File: src/rtl/vga_timing_core.sv
// Raster timing generator: pixel/line counters, registered sync and display-enable flags,
// line/frame strobes and a wrapping frame counter, all advancing only on ce.
module vga_timing_core #(
    parameter int H_DISPLAY  = 1024,
    parameter int H_FRONT    = 24,
    parameter int H_SYNC     = 136,
    parameter int H_BACK     = 160,
    parameter int V_DISPLAY  = 768,
    parameter int V_FRONT    = 3,
    parameter int V_SYNC     = 6,
    parameter int V_BACK     = 29,
    parameter int H_SYNC_POL = 0,
    parameter int V_SYNC_POL = 0
) (
    input  logic        clk,
    input  logic        reset,
    input  logic        ce,
    output logic [10:0] hpos,
    output logic [9:0]  vpos,
    output logic        hsync,
    output logic        vsync,
    output logic        display_on,
    output logic        line_start,
    output logic        vblank_start,
    output logic [9:0]  frame_count
);

    localparam int H_TOTAL = H_DISPLAY + H_FRONT + H_SYNC + H_BACK;
    localparam int V_TOTAL = V_DISPLAY + V_FRONT + V_SYNC + V_BACK;

    if (H_TOTAL > 2048 || V_TOTAL > 1024) begin : g_bad_timing
        $error("vga_timing_core: H_TOTAL must be <= 2048 and V_TOTAL <= 1024");
    end

    // Comparison constants are one bit wider than the counters so a sync window
    // ending exactly at the total count (2048 / 1024) still fits.
    localparam logic [10:0] H_LAST   = 11'(H_TOTAL - 1);
    localparam logic [9:0]  V_LAST   = 10'(V_TOTAL - 1);
    localparam logic [11:0] H_DISP_W = 12'(H_DISPLAY);
    localparam logic [11:0] HS_START = 12'(H_DISPLAY + H_FRONT);
    localparam logic [11:0] HS_END   = 12'(H_DISPLAY + H_FRONT + H_SYNC);
    localparam logic [10:0] V_DISP_W = 11'(V_DISPLAY);
    localparam logic [10:0] VS_START = 11'(V_DISPLAY + V_FRONT);
    localparam logic [10:0] VS_END   = 11'(V_DISPLAY + V_FRONT + V_SYNC);
    localparam logic        H_ACT    = (H_SYNC_POL != 0);
    localparam logic        V_ACT    = (V_SYNC_POL != 0);

    logic [10:0] hpos_q, hpos_d;
    logic [9:0]  vpos_q, vpos_d;
    logic        hsync_q, hsync_d;
    logic        vsync_q, vsync_d;
    logic        display_on_q, display_on_d;
    logic        line_start_q, line_start_d;
    logic        vblank_start_q, vblank_start_d;
    logic [9:0]  frame_count_q, frame_count_d;

    logic [11:0] h_ext;
    logic [10:0] v_ext;

    // Flags are decoded from the next counter value so they line up with the
    // coordinates presented in the same cycle.
    always_comb begin
        hpos_d = hpos_q + 11'd1;
        vpos_d = vpos_q;
        if (hpos_q == H_LAST) begin
            hpos_d = 11'd0;
            vpos_d = (vpos_q == V_LAST) ? 10'd0 : vpos_q + 10'd1;
        end

        h_ext = {1'b0, hpos_d};
        v_ext = {1'b0, vpos_d};

        hsync_d        = ((h_ext >= HS_START) && (h_ext < HS_END)) ? H_ACT : ~H_ACT;
        vsync_d        = ((v_ext >= VS_START) && (v_ext < VS_END)) ? V_ACT : ~V_ACT;
        display_on_d   = (h_ext < H_DISP_W) && (v_ext < V_DISP_W);
        line_start_d   = (hpos_d == 11'd0);
        vblank_start_d = (hpos_d == 11'd0) && (v_ext == V_DISP_W);
        frame_count_d  = vblank_start_d ? frame_count_q + 10'd1 : frame_count_q;
    end

    always_ff @(posedge clk or posedge reset) begin
        if (reset) begin
            hpos_q         <= 11'd0;
            vpos_q         <= 10'd0;
            hsync_q        <= ~H_ACT;
            vsync_q        <= ~V_ACT;
            display_on_q   <= 1'b0;
            line_start_q   <= 1'b0;
            vblank_start_q <= 1'b0;
            frame_count_q  <= 10'd0;
        end else if (ce) begin
            hpos_q         <= hpos_d;
            vpos_q         <= vpos_d;
            hsync_q        <= hsync_d;
            vsync_q        <= vsync_d;
            display_on_q   <= display_on_d;
            line_start_q   <= line_start_d;
            vblank_start_q <= vblank_start_d;
            frame_count_q  <= frame_count_d;
        end
    end

    assign hpos         = hpos_q;
    assign vpos         = vpos_q;
    assign hsync        = hsync_q;
    assign vsync        = vsync_q;
    assign display_on   = display_on_q;
    assign line_start   = line_start_q;
    assign vblank_start = vblank_start_q;
    assign frame_count  = frame_count_q;

endmodule
File: config.mk
export PLATFORM = sky130hd
export DESIGN_NAME = vga_timing_core
export DESIGN_NICKNAME = d
export VERILOG_FILES = /design/src/rtl/vga_timing_core.sv
export SDC_FILE = /design/constraint.sdc
export NUM_CORES = 1
export LEC_CHECK = 0
export ABC_AREA = 1
export CAP_MARGIN = 5
export CORE_ASPECT_RATIO = 0.75
export CORE_UTILIZATION = 54
export DETAILED_ROUTE_END_ITERATION = 7
export GPL_TIMING_DRIVEN = 0
export PLACE_DENSITY = 0.8
export SLEW_MARGIN = 10
export SYNTH_ARGS = -nofsm -noshare
export SYNTH_HDL_FRONTEND = slang
export SYNTH_SLANG_ARGS = --single-unit
File: constraint.sdc
create_clock -name clk -period 2.56 [get_ports clk]
set_clock_uncertainty 0.15 [all_clocks]
set_input_delay 0.256 -clock clk [delete_from_list [all_inputs] [get_ports clk]]
set_output_delay 0.256 -clock clk [all_outputs]
set_load 0.01 [all_outputs]
* Word-level counts from Yosys, hierarchy flattened
Index checks and enable logic that the tools add are counted.
Word-level totals: input bits 3, register bits after elaboration 36
Operators by class: multiplexer cells 5, add/subtract/negate cells 3, order comparisons 6, reduce and logical (&&, ||, !) cells 6, equality and inequality tests 3
Operators by type and width (count):
- $lt 11x11->1 const B | 2
- $add 10x1->10 const B | 2
- $eq 10x10->1 const B | 2
- $lt 10x10->1 const B | 2
- $mux 10 | 2
- $add 11x1->11 const B | 1
- $eq 11x11->1 const B | 1
- $ge 11x11->1 const B | 1
- $logic_not 11->1 | 1
- $mux 11 | 1
- $ge 10x10->1 const B | 1
- $logic_and 1x1->1 | 4
- $mux 1 | 2
- $reduce_and 2->1 | 1

* Longest topological paths before layout
Gate-level depths: netlist of the first run.
depth in word-level cells 6, gate-level depth with buffers 15, mapped depth without buffers 15

* Least setup slack after synthesis of the first run
No wires, ideal clock.
path type register to register, start register hpos_q[1] (netlist: hpos[1]), end register frame_count_q[2] (netlist: frame_count[2]), setup time 0.117 ns, period minus slack after synthesis 2.124 ns, arrival 1.857 ns, data required time 2.293 ns, stages on the path, launching flop included 13, setup slack 0.436 ns, cell sequence dfrtp_1 ha_1 nand3_2 nor2_4 nand2_1 nand3_2 nand2_1 nor2_1 nand2_2 nor2_8 nand4_4 nand2_1 nand2_1
On the way: cells in the longest elaborated chain, start to end 5, elaborated cells between the ends (all ways) 8
RTL lines:
- start: declaration | line 48 | logic [10:0] hpos_q, hpos_d;
- start signal: assignment | line 92 | hpos_q <= hpos_d;
- $add 11x1->11 or $eq 11x11->1 (tied branches) | line 63, 65
- $mux 11 or $mux 10 (tied branches) | line 65 | if (hpos_q == H_LAST) begin
- $logic_not 11->1 or $eq 10x10->1 (tied branches) | line 77 | vblank_start_d = (hpos_d == 11'd0) && (v_ext == V_DISP_W);
- $logic_and 1x1->1 (*) | line 77
- $reduce_and 2->1 (no line) (*)
- end signal: assignment | line 99 | frame_count_q <= frame_count_d;
- end: declaration | line 55 | logic [9:0] frame_count_q, frame_count_d;
Mark *: on every way between the ends. The rest lies on a longest branch, timed or not. A chain may end at the register's enable or synchronous reset.

* Worst setup path in the final report of the first run
start register hpos_q[0] (netlist: hpos[0]), end register frame_count_q[7] (netlist: frame_count[7])
Same word-level chain as after synthesis.

==> results.toml, run 1 <==
[die]
core_um2 = 4520
die_w_um = 81.8
initial_core_util = 0.570
pin_count = 39
chipHeight_um = 61.8
die_area_um2 = 5050
rows = 21

[routing]
wl_met3_um = 385
drt.antenna.violating_nets = 0
remaining_drc_errors = 0
drt-vias-per-instance = 5.62
met2_length_um = 2890
detail_route.wl_per_cell_um = 13.6
wl_um = 6540
drt-met1-wl_um = 3140
first_pass_iters = 5
num_vias = 2698
first_iter_violations = 274
top_layer_used = "met4"

[flow_run]
cap_violations = 0

[clocking]
cts_root_buffer = "clkbuf_8"
clk_pin_slew_ns = 0.07
ctsHtreeMaxLevel = 2
clock_path_buffers = 2
clk_latency_ns = 0.29
cts.sinks = 36
cts-buffers-inserted = 5
tritoncts = "done"

[worst_setup_path]
ff2ff_path_depth = 12
r2r-end = "frame_count[7]$_DFFE_PP0P_"
end_kind = "flip-flop"
worstPathRequired_ns = 2.60
cp-start-kind = "flip-flop"
crit_arrival_ns = 2.42
rr_startpoint = "hpos[0]$_DFFE_PP0P_"
crit_type = "reg2reg"
path_max_fanout = 9
r2r_setup_slack_ns = 0.18

[placement]
dp_hpwl_um = 4680
port_buffers = 37
placedCellCount = 470
place_congestion = 0.871
pre_cts_ws_ns = 0.0605

[finish]
fin_nets = 429
antennaDiodeCount = 0
nFillCells = 383
final_common_cell = "nand2_1"
syn_to_final_growth_pct = 22.8
finalNonFillerCells = 480
drive_gt1_frac = 0.121
layout_common_cells = "140 x nand2_1, 37 x clkdlybuf4s50_1, 33 x inv_1"

[global_route]
antenna_found_initial = 0
grt_usage = 0.276
grt_max_degree = 37
grt_pass1_vias = 2266
grt_pass1_wl_um = 10400
grt_overflow = 0

[sta]
hold_viol_final = 0
fin_hold_ws_ns = 0.261
tns_ns = 0
worst_slew_pin_slew_ns = 0.754
fin_crit_sh = 0.930
fmax_ghz = 0.420
setup_violations = 0
slew_viol_final = 0
min_period_ns = 2.38
slew_headroom = 0.496
setup_slack_ns = 0.179

[synthesis]
yosys.area.top_type = "dfrtp_1"
ys_seq_area_frac = 0.351
yosys_warnings = 0
syn_nets = 383
synth_top_area_frac = 0.330
postSynthAreaPerCell_um2 = 6.85
synthCells = 376
syn_area_um2 = 2580
ys_top_cells_by_area = "dfrtp_1 33%, nand2_1 20%, nand3_1 5.6%"
ys_seq_elements = 36
synth.distinct_cells = 30

[pwr]
pwr-share-clk = 0.223
vdd_drop_max_mv = 0.560
p_per_area_nw_per_um2 = 624
p_sw_frac = 0.396
p_seq_frac = 0.403
p_leak_nw = 1.50
p_int_w = 0.00119
combinationalPowerShare = 0.374
p_sw_w = 0.000782

[outcome]
status = "finished clean"

[min_path]
hp-class = "in2async"
## cell usage after synthesis
| master | number |
|---|---|
| nand4_4 | 1 |
| dfrtp_1 | 34 |
| nand2_1 | 140 |
| dfstp_2 | 2 |
| nor2_1 | 28 |
| o21bai_1 | 1 |
| nand4_1 | 16 |
| nor3_4 | 1 |
| inv_2 | 5 |
| nand3_2 | 5 |
| a31oi_1 | 1 |
| buf_2 | 2 |
| nor3_1 | 6 |
| inv_1 | 34 |
| o21a_1 | 3 |
| nand2_2 | 5 |
| xor2_1 | 9 |
| o21ai_0 | 25 |
| ha_1 | 4 |
| nand4_2 | 1 |
| nor2_2 | 4 |
| a21oi_1 | 1 |
| nor2_8 | 1 |
| xnor2_1 | 2 |
| nand2_4 | 1 |
| nor3_2 | 1 |
| nor4_1 | 1 |
| nor2_4 | 6 |
| nand3_1 | 29 |
| clkbuf_1 | 7 |
## timing repair
item / CTS / global route
gates resized for setup: 0 / 9
endpoints found under the hold margin: 0 / 0
buffers inserted: 0 / 2
endpoints found under the setup margin: 0 / 11
hold buffers: 0 / 0
## cells by family (layout without fill, tap and decap cells)
family | count (synthesis) | after routing | synth area share
flops | 36 | 36 | 0.351
simple gates | 246 | 246 | 0.457
xor+xnor | 11 | 11 | 0.0374
compound gates | 31 | 31 | 0.0646
buf+inv | 48 | 95 | 0.0709
fa+ha+maj | 4 | 4 | 0.0194
## flip-flops by register name, summed over array words and instances, names as in the netlist
| signal | flops |
|---|---|
| hpos | 11 |
| frame_count | 10 |
| vpos | 10 |
| display_on | 1 |
| hsync | 1 |
| line_start | 1 |
| vblank_start | 1 |
| vsync | 1 |
## worst max path at each step
stage / start / endpoint / slack [ns] / depth (start not counted)
6_report: hpos[0]$_DFFE_PP0P_ / frame_count[7]$_DFFE_PP0P_ / 0.18 / 12
5_1_grt: vpos[1]$_DFFE_PP0P_ / frame_count[2]$_DFFE_PP0P_ / -0.006 / 12
4_1_cts: hpos[0]$_DFFE_PP0P_ / frame_count[7]$_DFFE_PP0P_ / 0.04 / 12
3_5_place_dp: hpos[0]$_DFFE_PP0P_ / frame_count[5]$_DFFE_PP0P_ / 0.06 / 12
3_3_place_gp: hpos[0]$_DFFE_PP0P_ / frame_count[2]$_DFFE_PP0P_ / 0.09 / 12
2_1_floorplan: hpos[1]$_DFFE_PP0P_ / frame_count[2]$_DFFE_PP0P_ / 0.44 / 12
## layout make-up
class	count	area, um2	area share
Buffer	9	36.3	0.0115
Clock buffer	7	86.3	0.0273
Clock inverter	1	7.51	0.00237
Inverter	39	146	0.0463
Multi-Input combinational cell	292	1530	0.482
Sequential cell	36	906	0.286
Tap cell	57	71.3	0.0225
Timing Repair Buffer	39	385	0.122
## power by group through the flow
stage,sequential [W],clock [W],combinational [W]
floorplan,0.000814,0,0.000411
global placement,0.000795,0,0.000695
detailed placement,0.000800,0,0.000709
CTS,0.000789,0.000444,0.000716
global route,0.000814,0.000465,0.000823
finish,0.000796,0.000440,0.000739
## per-layer routing
| metal | vias up | track usage |
|---|---|---|
| met5 | - | 0 |
| met4 | 0 | 0.123 |
| met3 | 16 | 0.0482 |
| met2 | 125 | 0.412 |
| met1 | 1258 | 0.392 |
| li1 | 1299 | - |
## metrics by stage
stage / util / cell area, um2 / power (W)
2_1_floorplan: - / 2580 / 0.00123
3_3_place_gp: 0.668 / 3020 / 0.00149
3_5_place_dp: 0.668 / 3020 / 0.00151
4_1_cts: 0.689 / 3110 / 0.00195
5_1_grt: 0.700 / 3160 / 0.00210
6_report: 0.700 / 3160 / 0.00197
## critical path, stage by stage (launching register included)
cell     delay, ns
dfrtp_1       0.42
ha_4          0.19
nand3_2       0.17
nor2_4        0.23
nand2_4       0.13
nand3_2       0.12
nand2_1       0.05
nor2_1        0.15
nand2_2       0.11
nor2_8        0.18
nand4_4       0.19
nand2_1       0.12
nand2_1       0.05
Power figures use the tool's default switching activity.
==> inputs of run 2 (changes only) <==
--- a/config.mk
+++ b/config.mk
@@ -11,7 +11,8 @@
 export CORE_UTILIZATION = 54
 export DETAILED_ROUTE_END_ITERATION = 7
 export GPL_TIMING_DRIVEN = 0
-export PLACE_DENSITY = 0.8
+export HOLD_SLACK_MARGIN = 0.1
+export PLACE_DENSITY = 0.81
 export SLEW_MARGIN = 10
 export SYNTH_ARGS = -nofsm -noshare
 export SYNTH_HDL_FRONTEND = slang
==> run 2 against run 1 <==
Net effect:
- critical path depth did not move
- critical path type unchanged
- power decreased by 1.5%
- die area unchanged
- first-iteration DRC count shrank 25%
- setup slack worse by 0.011 ns
==> results.toml, run 2 (synthesized netlist as in run 1, its figures left out) <==
[pwr]
p_sw_frac = 0.402
p_per_area_nw_per_um2 = 612
combinationalPowerShare = 0.379
p_seq_frac = 0.411
p_int_w = 0.00116
p_sw_w = 0.000781
power.total_w = 0.00194
vdd_drop_max_mv = 0.559
pwr-share-clk = 0.210
p_leak_nw = 1.51

[finish]
antennaDiodeCount = 0
fin_nets = 431
nFillCells = 388
regArea_um2 = 907
layout_common_cells = "139 x nand2_1, 37 x clkdlybuf4s50_1, 33 x inv_1"
drive_gt1_frac = 0.129
largest_reg_flops = 11
final_common_cell = "nand2_1"
syn_to_final_growth_pct = 23.4
multi_input_area_um2 = 1520

[sta]
tns_ns = 0
min_period_ns = 2.39
setup_violations = 0
rsz0062_at_grt = "no"
worst_slew_pin_slew_ns = 0.744
fin_crit_sh = 0.935
fmax_ghz = 0.418
slew_headroom = 0.503
hold_viol_final = 0
slew_viol_final = 0

[global_route]
grt_overflow = 0
grt_pass1_vias = 2413
grt_usage = 0.282
grt_max_degree = 37
grt_pass1_wl_um = 10900
antenna_found_initial = 0

[clocking]
cts-buffers-inserted = 5
clk_latency_ns = 0.29
ctsHtreeMaxLevel = 2
clock_path_buffers = 2
clk_pin_slew_ns = 0.08
tritoncts = "done"
cts.sinks = 36
cts_root_buffer = "clkbuf_8"

[routing]
drt.antenna.violating_nets = 0
remaining_drc_errors = 0
num_vias = 2647
first_pass_iters = 5
wl_um = 6580
detail_route.wl_per_cell_um = 13.6
drt-vias-per-instance = 5.49
first_iter_violations = 205

[die]
pin_count = 39
rows = 21
chipHeight_um = 61.8
initial_core_util = 0.570
die_w_um = 81.8
die_area_um2 = 5050
core_um2 = 4520

[worst_setup_path]
crit_type = "reg2reg"
end_kind = "flip-flop"
worstPathRequired_ns = 2.59
cp-start-kind = "flip-flop"
crit_arrival_ns = 2.42
r2r-end = "frame_count[6]$_DFFE_PP0P_"
ff2ff_path_depth = 12
path_max_fanout = 9
setup.worst_path.start = "hpos[1]$_DFFE_PP0P_"
endpoint = "frame_count[6]$_DFFE_PP0P_"
r2r_setup_slack_ns = 0.17
rr_startpoint = "hpos[1]$_DFFE_PP0P_"

[placement]
port_buffers = 37
place_congestion = 0.895
dp_hpwl_um = 4700

[outcome]
status = "finished clean"

[min_path]
hp-class = "in2async"

[flow_run]
cap_violations = 0
run 2: area by class of cell:
cell class | instances | area share
Inverter | 39 | 0.0461
Buffer | 9 | 0.0114
Clock buffer | 5 | 0.0217
Multi-Input combinational cell | 292 | 0.477
Clock inverter | 3 | 0.00591
Timing Repair Buffer | 41 | 0.130
Sequential cell | 36 | 0.285
Tap cell | 57 | 0.0224
run 2: power by group through the flow:
stage	clock [W]	combinational [W]	sequential, W
after floorplan	0	0.000411	0.000814
after global placement	0	0.000695	0.000795
after detailed placement	0	0.000707	0.000801
after CTS	0.000417	0.000715	0.000790
after global routing	0.000440	0.000827	0.000818
final	0.000409	0.000737	0.000799
run 2: through the flow:
stage	std cells	instance area [um2]	utilization	hold slack (ns)	worst slack [ns]
after global placement	470	3020	0.668	0.321	0.117
final	482	3180	0.703	0.265	0.167
after global routing	482	3180	0.703	0.332	0.00738
after CTS	478	3110	0.687	0.292	0.0390
after detailed placement	470	3020	0.668	0.317	0.0644
after floorplan	376	2580	-	0.272	0.436
run 2: repair_timing:
action                                  in CTS  in global routing
buffers inserted                             0                  4
resized for setup                            0                  9
endpoints found under the hold margin        0                  0
endpoints found under the setup margin       0                 11
hold buffers                                 0                  0
run 2: how the worst min path moves through the flow:
stage,from,to,slack [ns],cells after the start
after global placement,vblank_start$_DFFE_PP0P_,vblank_start$_DFFE_PP0P_,0.32,2
after floorplan,reset,display_on$_DFFE_PP0P_,0.27,1
final,reset,frame_count[0]$_DFFE_PP0P_,0.27,2
after global routing,ce,vsync$_DFFE_PP1P_,0.33,3
after detailed placement,vblank_start$_DFFE_PP0P_,vblank_start$_DFFE_PP0P_,0.32,2
after CTS,ce,vsync$_DFFE_PP1P_,0.29,3
run 2: worst max-delay path, stage by stage, from the launching register on:
cell and delay [ns]:
dfrtp_1 0.44, ha_4 0.20, nand3_2 0.16, nor2_4 0.22, nand2_4 0.12, nand3_2 0.12
nand2_1 0.05, nor2_1 0.16, nand2_2 0.11, nor2_8 0.18, nand4_4 0.19, nand2_1 0.12
nand2_1 0.05
run 2: routing by layer:
| layer | global-route usage | vias to the layer above | share of wire |
|---|---|---|---|
| li1 | - | 1306 | - |
| met1 | 0.398 | 1241 | 0.48 |
| met2 | 0.440 | 90 | 0.44 |
| met3 | 0.0482 | 10 | 0.063 |
| met4 | 0.0952 | 0 | 0.012 |
| met5 | 0 | - | 0 |
==> inputs of run 3 (changes only) <==
--- a/config.mk
+++ b/config.mk
@@ -17,3 +17,4 @@
 export SYNTH_ARGS = -nofsm -noshare
 export SYNTH_HDL_FRONTEND = slang
 export SYNTH_SLANG_ARGS = --single-unit
+export TNS_END_PERCENT = 30
==> results of run 3 <==
Same layout as run 2: the final DEF is identical, and so are final timing and power.
